===== src/rtl/led_ctrl_pkg.sv =====
// Shared types and field layout for the LED pattern controller.
package led_ctrl_pkg;

    localparam int unsigned MODE_W    = 2;
    localparam int unsigned MODE_LSB  = 0;
    localparam int unsigned PARAM_LSB = MODE_LSB + MODE_W;
    // Stored param width; covers the widest supported PWM_BITS
    localparam int unsigned PARAM_W   = 16;

    typedef enum logic [MODE_W-1:0] {
        MODE_OFF   = 2'd0,
        MODE_ON    = 2'd1,
        MODE_BLINK = 2'd2,
        MODE_PWM   = 2'd3
    } mode_e;

    typedef struct packed {
        mode_e               mode;
        logic [PARAM_W-1:0]  param;
    } chan_cfg_t;

endpackage


===== src/rtl/led_tick_gen.sv =====
// Shared prescaler: one-cycle tick every TICK_DIV cycles while enabled.
module led_tick_gen #(
    parameter int unsigned TICK_DIV = 5
) (
    input  logic clk,
    input  logic rst_n,
    input  logic enable,
    output logic tick
);

    localparam int unsigned CW = (TICK_DIV > 1) ? $clog2(TICK_DIV) : 1;
    localparam logic [CW-1:0] LAST = CW'(TICK_DIV - 1);

    logic [CW-1:0] cnt_q, cnt_d;
    logic          tick_q, tick_d;
    logic          wrap;

    assign wrap = (cnt_q == LAST);

    // Disabling clears the count so the next enable restarts a full period
    always_comb begin
        cnt_d  = cnt_q;
        tick_d = 1'b0;
        if (!enable) begin
            cnt_d = '0;
        end else begin
            tick_d = wrap;
            cnt_d  = wrap ? '0 : cnt_q + CW'(1);
        end
    end

    always_ff @(posedge clk or negedge rst_n) begin
        if (!rst_n) begin
            cnt_q  <= '0;
            tick_q <= 1'b0;
        end else begin
            cnt_q  <= cnt_d;
            tick_q <= tick_d;
        end
    end

    assign tick = tick_q;

endmodule


===== src/rtl/led_pattern_ctrl.sv =====
// Multi-channel LED controller: per-channel OFF/ON/BLINK/PWM on a shared time base.
module led_pattern_ctrl
    import led_ctrl_pkg::*;
#(
    parameter  int unsigned N_LED    = 4,
    parameter  int unsigned TICK_DIV = 5,
    parameter  int unsigned PWM_BITS = 4,
    localparam int unsigned AW       = (N_LED > 1) ? $clog2(N_LED) : 1
) (
    input  logic                  clk,
    input  logic                  rst_n,
    input  logic                  enable,
    input  logic                  cfg_we,
    input  logic [AW-1:0]         cfg_addr,
    input  logic [PWM_BITS+1:0]   cfg_wdata,
    output logic [N_LED-1:0]      led,
    output logic                  tick_o
);

    localparam int unsigned AW1 = AW + 1;

    logic [PWM_BITS-1:0] pwm_cnt_q, pwm_cnt_d;
    logic [N_LED-1:0]    led_q, led_d;
    logic                wr_ok;
    chan_cfg_t           wr_cfg;

    led_tick_gen #(
        .TICK_DIV (TICK_DIV)
    ) u_tick_gen (
        .clk    (clk),
        .rst_n  (rst_n),
        .enable (enable),
        .tick   (tick_o)
    );

    // Shared PWM phase advances once per tick
    always_comb begin
        pwm_cnt_d = pwm_cnt_q;
        if (tick_o) begin
            pwm_cnt_d = pwm_cnt_q + PWM_BITS'(1);
        end
    end

    assign wr_ok       = cfg_we && ({1'b0, cfg_addr} < AW1'(N_LED));
    assign wr_cfg.mode  = mode_e'(cfg_wdata[MODE_LSB +: MODE_W]);
    assign wr_cfg.param = PARAM_W'(cfg_wdata[PARAM_LSB +: PWM_BITS]);

    for (genvar i = 0; i < N_LED; i++) begin : g_ch
        chan_cfg_t           cfg_q, cfg_d;
        logic [PWM_BITS-1:0] blink_cnt_q, blink_cnt_d, blink_cnt_nxt;
        logic                blink_q, blink_d, blink_nxt;
        logic                wr_hit;
        logic                led_bit_d;

        assign wr_hit = wr_ok && (cfg_addr == AW'(i));

        // LED follows the tick-advanced blink/PWM state but the pre-write config,
        // so a write becomes visible one edge after it lands
        always_comb begin
            blink_cnt_nxt = blink_cnt_q;
            blink_nxt     = blink_q;
            if (tick_o && (cfg_q.mode == MODE_BLINK)) begin
                if (PARAM_W'(blink_cnt_q) == cfg_q.param) begin
                    blink_cnt_nxt = '0;
                    blink_nxt     = ~blink_q;
                end else begin
                    blink_cnt_nxt = blink_cnt_q + PWM_BITS'(1);
                end
            end

            cfg_d       = cfg_q;
            blink_cnt_d = blink_cnt_nxt;
            blink_d     = blink_nxt;
            if (wr_hit) begin
                cfg_d       = wr_cfg;
                blink_cnt_d = '0;
                blink_d     = 1'b0;
            end

            led_bit_d = 1'b0;
            case (cfg_q.mode)
                MODE_ON:    led_bit_d = 1'b1;
                MODE_BLINK: led_bit_d = blink_nxt;
                MODE_PWM:   led_bit_d = (PARAM_W'(pwm_cnt_d) < cfg_q.param);
                default:    led_bit_d = 1'b0;
            endcase
        end

        always_ff @(posedge clk or negedge rst_n) begin
            if (!rst_n) begin
                cfg_q       <= '{mode: MODE_OFF, param: '0};
                blink_cnt_q <= '0;
                blink_q     <= 1'b0;
            end else begin
                cfg_q       <= cfg_d;
                blink_cnt_q <= blink_cnt_d;
                blink_q     <= blink_d;
            end
        end

        assign led_d[i] = led_bit_d;
    end

    always_ff @(posedge clk or negedge rst_n) begin
        if (!rst_n) begin
            pwm_cnt_q <= '0;
            led_q     <= '0;
        end else begin
            pwm_cnt_q <= pwm_cnt_d;
            led_q     <= led_d;
        end
    end

    assign led = led_q;

endmodule


===== config.mk =====
export PLATFORM = sky130hd
export DESIGN_NAME = led_pattern_ctrl
export DESIGN_NICKNAME = d
export VERILOG_FILES = /design/src/rtl/led_ctrl_pkg.sv /design/src/rtl/led_tick_gen.sv /design/src/rtl/led_pattern_ctrl.sv
export SDC_FILE = /design/constraint.sdc
export NUM_CORES = 1
export LEC_CHECK = 0
export BUFFER_PORTS_ARGS = -buffer_cell sky130_fd_sc_hd__buf_2
export CORE_MARGIN = 2
export CORE_UTILIZATION = 55
export DETAILED_ROUTE_END_ITERATION = 12
export GPL_ROUTABILITY_DRIVEN = 0
export PLACE_DENSITY_LB_ADDON = 0.12
export SLEW_MARGIN = 20
export SYNTH_ARGS = -nofsm -noshare
export SYNTH_HDL_FRONTEND = slang
export SYNTH_HIERARCHICAL = 1
export SYNTH_SLANG_ARGS = --single-unit

===== constraint.sdc =====
create_clock -name clk -period 1.9 [get_ports clk]
set_input_delay 0.19 -clock clk [delete_from_list [all_inputs] [get_ports clk]]
set_output_delay 0.19 -clock clk [all_outputs]
set_load 0.01 [all_outputs]

==> qor.csv <==
stage;metric;value;unit
die;dieHeight;77.1;microns
route;drc;0;
setup_path;worst-path-max-fanout;5;
grt;grt-ovfl-total;0;
finish;antenna_cells;0;
synthesis;synth_area_leaders;dfrtp_1 (48%), ha_1 (8.1%), xnor2_1 (5.7%);
grt;gr-usage-met1;0.283;
synthesis;seq_area_frac_synth;0.477;
die;start_util;0.571;
setup_path;required;2.10;ns
clocking;path_clk_slew;0.09;ns
timing;grt_setup_unrepaired;true;
route;dr.pass1.iters;4;
placed_design;dpl.hpwl;4230;microns
setup_path;critPathCaptureType;register;
synthesis;ys_seq_elements;56;
clocking;cts_inserted_buffers;5;
pwr;power_density;860;nW/um^2
grt;grt_usage;0.216;
setup_path;arrival;2.15;ns
synthesis;synth_area;2940;sq um
timing;period_share;1.03;
die;die_w;77.1;microns
timing;worst_slack;-0.0480;ns
setup_path;worstSetupPathType;register to register;
pwr;p_leak;1.54;nW
synthesis;avgSynthCellArea;10.1;sq um
clocking;post_cts_buffers;0;
synthesis;ys_types;31;
synthesis;synth_top_area_frac;0.477;
pwr;power;2.87;mW
finish;areaGrowthSynthToFinish;13.6;%
run;drv_cap;0;
timing;relSlewSlack;0.576;
placed_design;place_worst_setup_slack;-0.0103;ns
clocking;clk_latency;0.31;ns
timing;skew;0.00609;ns
placed_design;port_buffers;16;
timing;finalSetupTns;-0.128;ns
setup_path;critPathLaunchType;register;
run_status;failed_checks;negative setup slack;
clocking;cts.sinks;56;
grt;grt_use_met3;0.0353;
clocking;cts_root_buf;clkbuf_8;
clocking;h-tree-depth;2;
timing;final_max_slew_viol_count;0;
clocking;clock_path_buffers;2;
finish;drive_gt1_frac;0.187;
grt;gr-max-usage-layer;met2;
die;io_pins;17;
synthesis;netlist_instances;292;
route;vias;2144;
synthesis;synth_nets;323;
die;rows;26;
grt;antenna_found_initial;0;
grt;grt_pass1_vias;2231;
synthesis;yosysTopAreaCell;dfrtp_1;
die;core;5140;sq um
timing;hold_viol;0;
finish;fillers;436;
timing;min_period;1.95;ns
die;die_area;5940;sq um
timing;setup-violations-final;4;
timing;worst_pin_slew;0.634;ns
worst_hold_path;hp-class;input port to register;
finish;final_nets;357;
clocking;cts_tree;yes;
grt;gr-usage-met2;0.371;
route;wl;5730;microns
route;wire_per_inst;14.4;microns
run_status;status;finished with violations;
grt;grt_pass1_wl;10200;microns
route;viasPerCell;5.40;
synthesis;yosysWarnings;6;
route;antenna_left;0;
pwr;ir_drop;579;uV
timing;max_freq;513;MHz
grt;grt_max_degree;57;
route;first_iter_violations;86;
-- cells by family after synthesis --
| group | synth area share |
|---|---|
| flip-flops | 0.477 |
| XOR/XNOR | 0.0716 |
| buffers and inverters | 0.0362 |
| AO/OA/AOI/OAI | 0.120 |
| AND/OR/NAND/NOR | 0.164 |
| multiplexers | 0.0499 |
| adder cells (fa/ha/maj) | 0.0810 |
-- layer usage --
metal	vias up	wire length, microns
li1	1086	-
met5	-	0
met3	6	154
met1	1023	2740
met2	29	2760
met4	0	74
-- cell usage in the layout (no fill, tap or decap), types with 5 or more instances in the layout --
master | synthesis | final
a21oi_1 | 20 | 20
buf_2 | 1 | 16
buf_4 | 0 | 17
clkbuf_8 | 0 | 6
dfrtp_1 | 56 | 56
ha_1 | 19 | 19
inv_1 | 20 | 20
mux2_2 | 13 | 12
nand2_1 | 29 | 29
nand3_1 | 5 | 5
nand4_1 | 7 | 7
nor2_1 | 13 | 13
nor2b_1 | 5 | 5
nor3_1 | 7 | 7
o21ai_0 | 31 | 23
o21ai_1 | 0 | 6
xnor2_1 | 19 | 19
xor2_1 | 5 | 5
-- timing repair --
| item | 4_1_cts | 5_1_grt |
|---|---|---|
| hold buffers | 1 | 0 |
| pin swaps | 0 | 1 |
| hold endpoints to repair | 56 | 0 |
| gates resized for setup | 0 | 2 |
| setup endpoints to repair | 4 | 4 |
-- area by class of cell --
class	instances	area (sq um)	share of cell area
Multi-Input combinational cell	208	1440	0.432
Sequential cell	56	1400	0.420
Timing Repair Buffer	35	238	0.0713
Tap cell	70	87.6	0.0263
Clock buffer	6	82.6	0.0248
Inverter	20	75.1	0.0225
Clock inverter	2	10.0	0.00300
-- worst paths after layout --
check | from | endpoint | slack (ns) | depth (start not counted)
worst min register to register | u_tick_gen/cnt_q[0]$_DFF_PN0_ | u_tick_gen/cnt_q[0]$_DFF_PN0_ | 0.47 | 1
max in group asynchronous | rst_n | g_ch[2].cfg_q[16]$_DFFE_PN0P_ | 1.25 | 3
worst max-delay path | pwm_cnt_q[0]$_DFF_PN0_ | led[2]$_DFF_PN0_ | -0.05 | 8
min in group asynchronous | rst_n | g_ch[0].blink_cnt_q[3]$_DFFE_PN0P_ | 0.38 | 3
worst min-delay path | enable | u_tick_gen/cnt_q[1]$_DFF_PN0_ | 0.11 | 2
worst max register to register | pwm_cnt_q[0]$_DFF_PN0_ | led[2]$_DFF_PN0_ | -0.05 | 8
-- Yosys cell counts --
library cell	count
and4_4	3
nor2_1	13
and2_1	4
nand2b_1	1
nand4_1	7
a22o_1	4
nor3_1	7
a21oi_1	20
nand3b_1	1
a211oi_1	1
o21ai_0	31
or4b_1	3
or3_1	3
nand2_1	29
nand3_1	5
xor2_1	5
xnor2_1	19
nor4_4	1
mux2_2	13
buf_2	1
ha_1	19
nor3b_1	2
dfrtp_1	56
a31oi_1	4
and3b_1	1
o21a_1	4
or3b_1	1
inv_1	20
and3_1	2
nor2b_1	5
clkbuf_1	7
-- power breakdown --
group | internal, mW | switching, mW
sequential | 1.34 | 0.114
clock | 0.292 | 0.374
combinational | 0.376 | 0.370
-- critical path: stages (launching register included) --
cell and delay, ns:
dfrtp_1 0.39, ha_1 0.29, mux2_4 0.30, ha_1 0.28, o21ai_1 0.06, a31oi_1 0.14, o21a_1 0.14, o21ai_2 0.05
a22o_1 0.20
-- sequential cells by signal (all words and copies together) (netlist names) --
name and flops:
g_ch.cfg_q 24, g_ch.blink_cnt_q 16, g_ch.blink_q 4, led 4
pwm_cnt_q 4, u_tick_gen/cnt_q 3, u_tick_gen/tick 1
-- stage by stage --
stage | hold WS, ns | utilization | instances | area [sq um]
floorplan | -0.106 | - | 292 | 2960
global placement | 0.214 | 0.627 | 388 | 3220
detailed placement | 0.212 | 0.627 | 388 | 3220
CTS | 0.104 | 0.647 | 397 | 3330
global route | 0.0982 | 0.648 | 397 | 3330
finish | 0.113 | 0.648 | 397 | 3330
(Power assumes the default switching activity.)
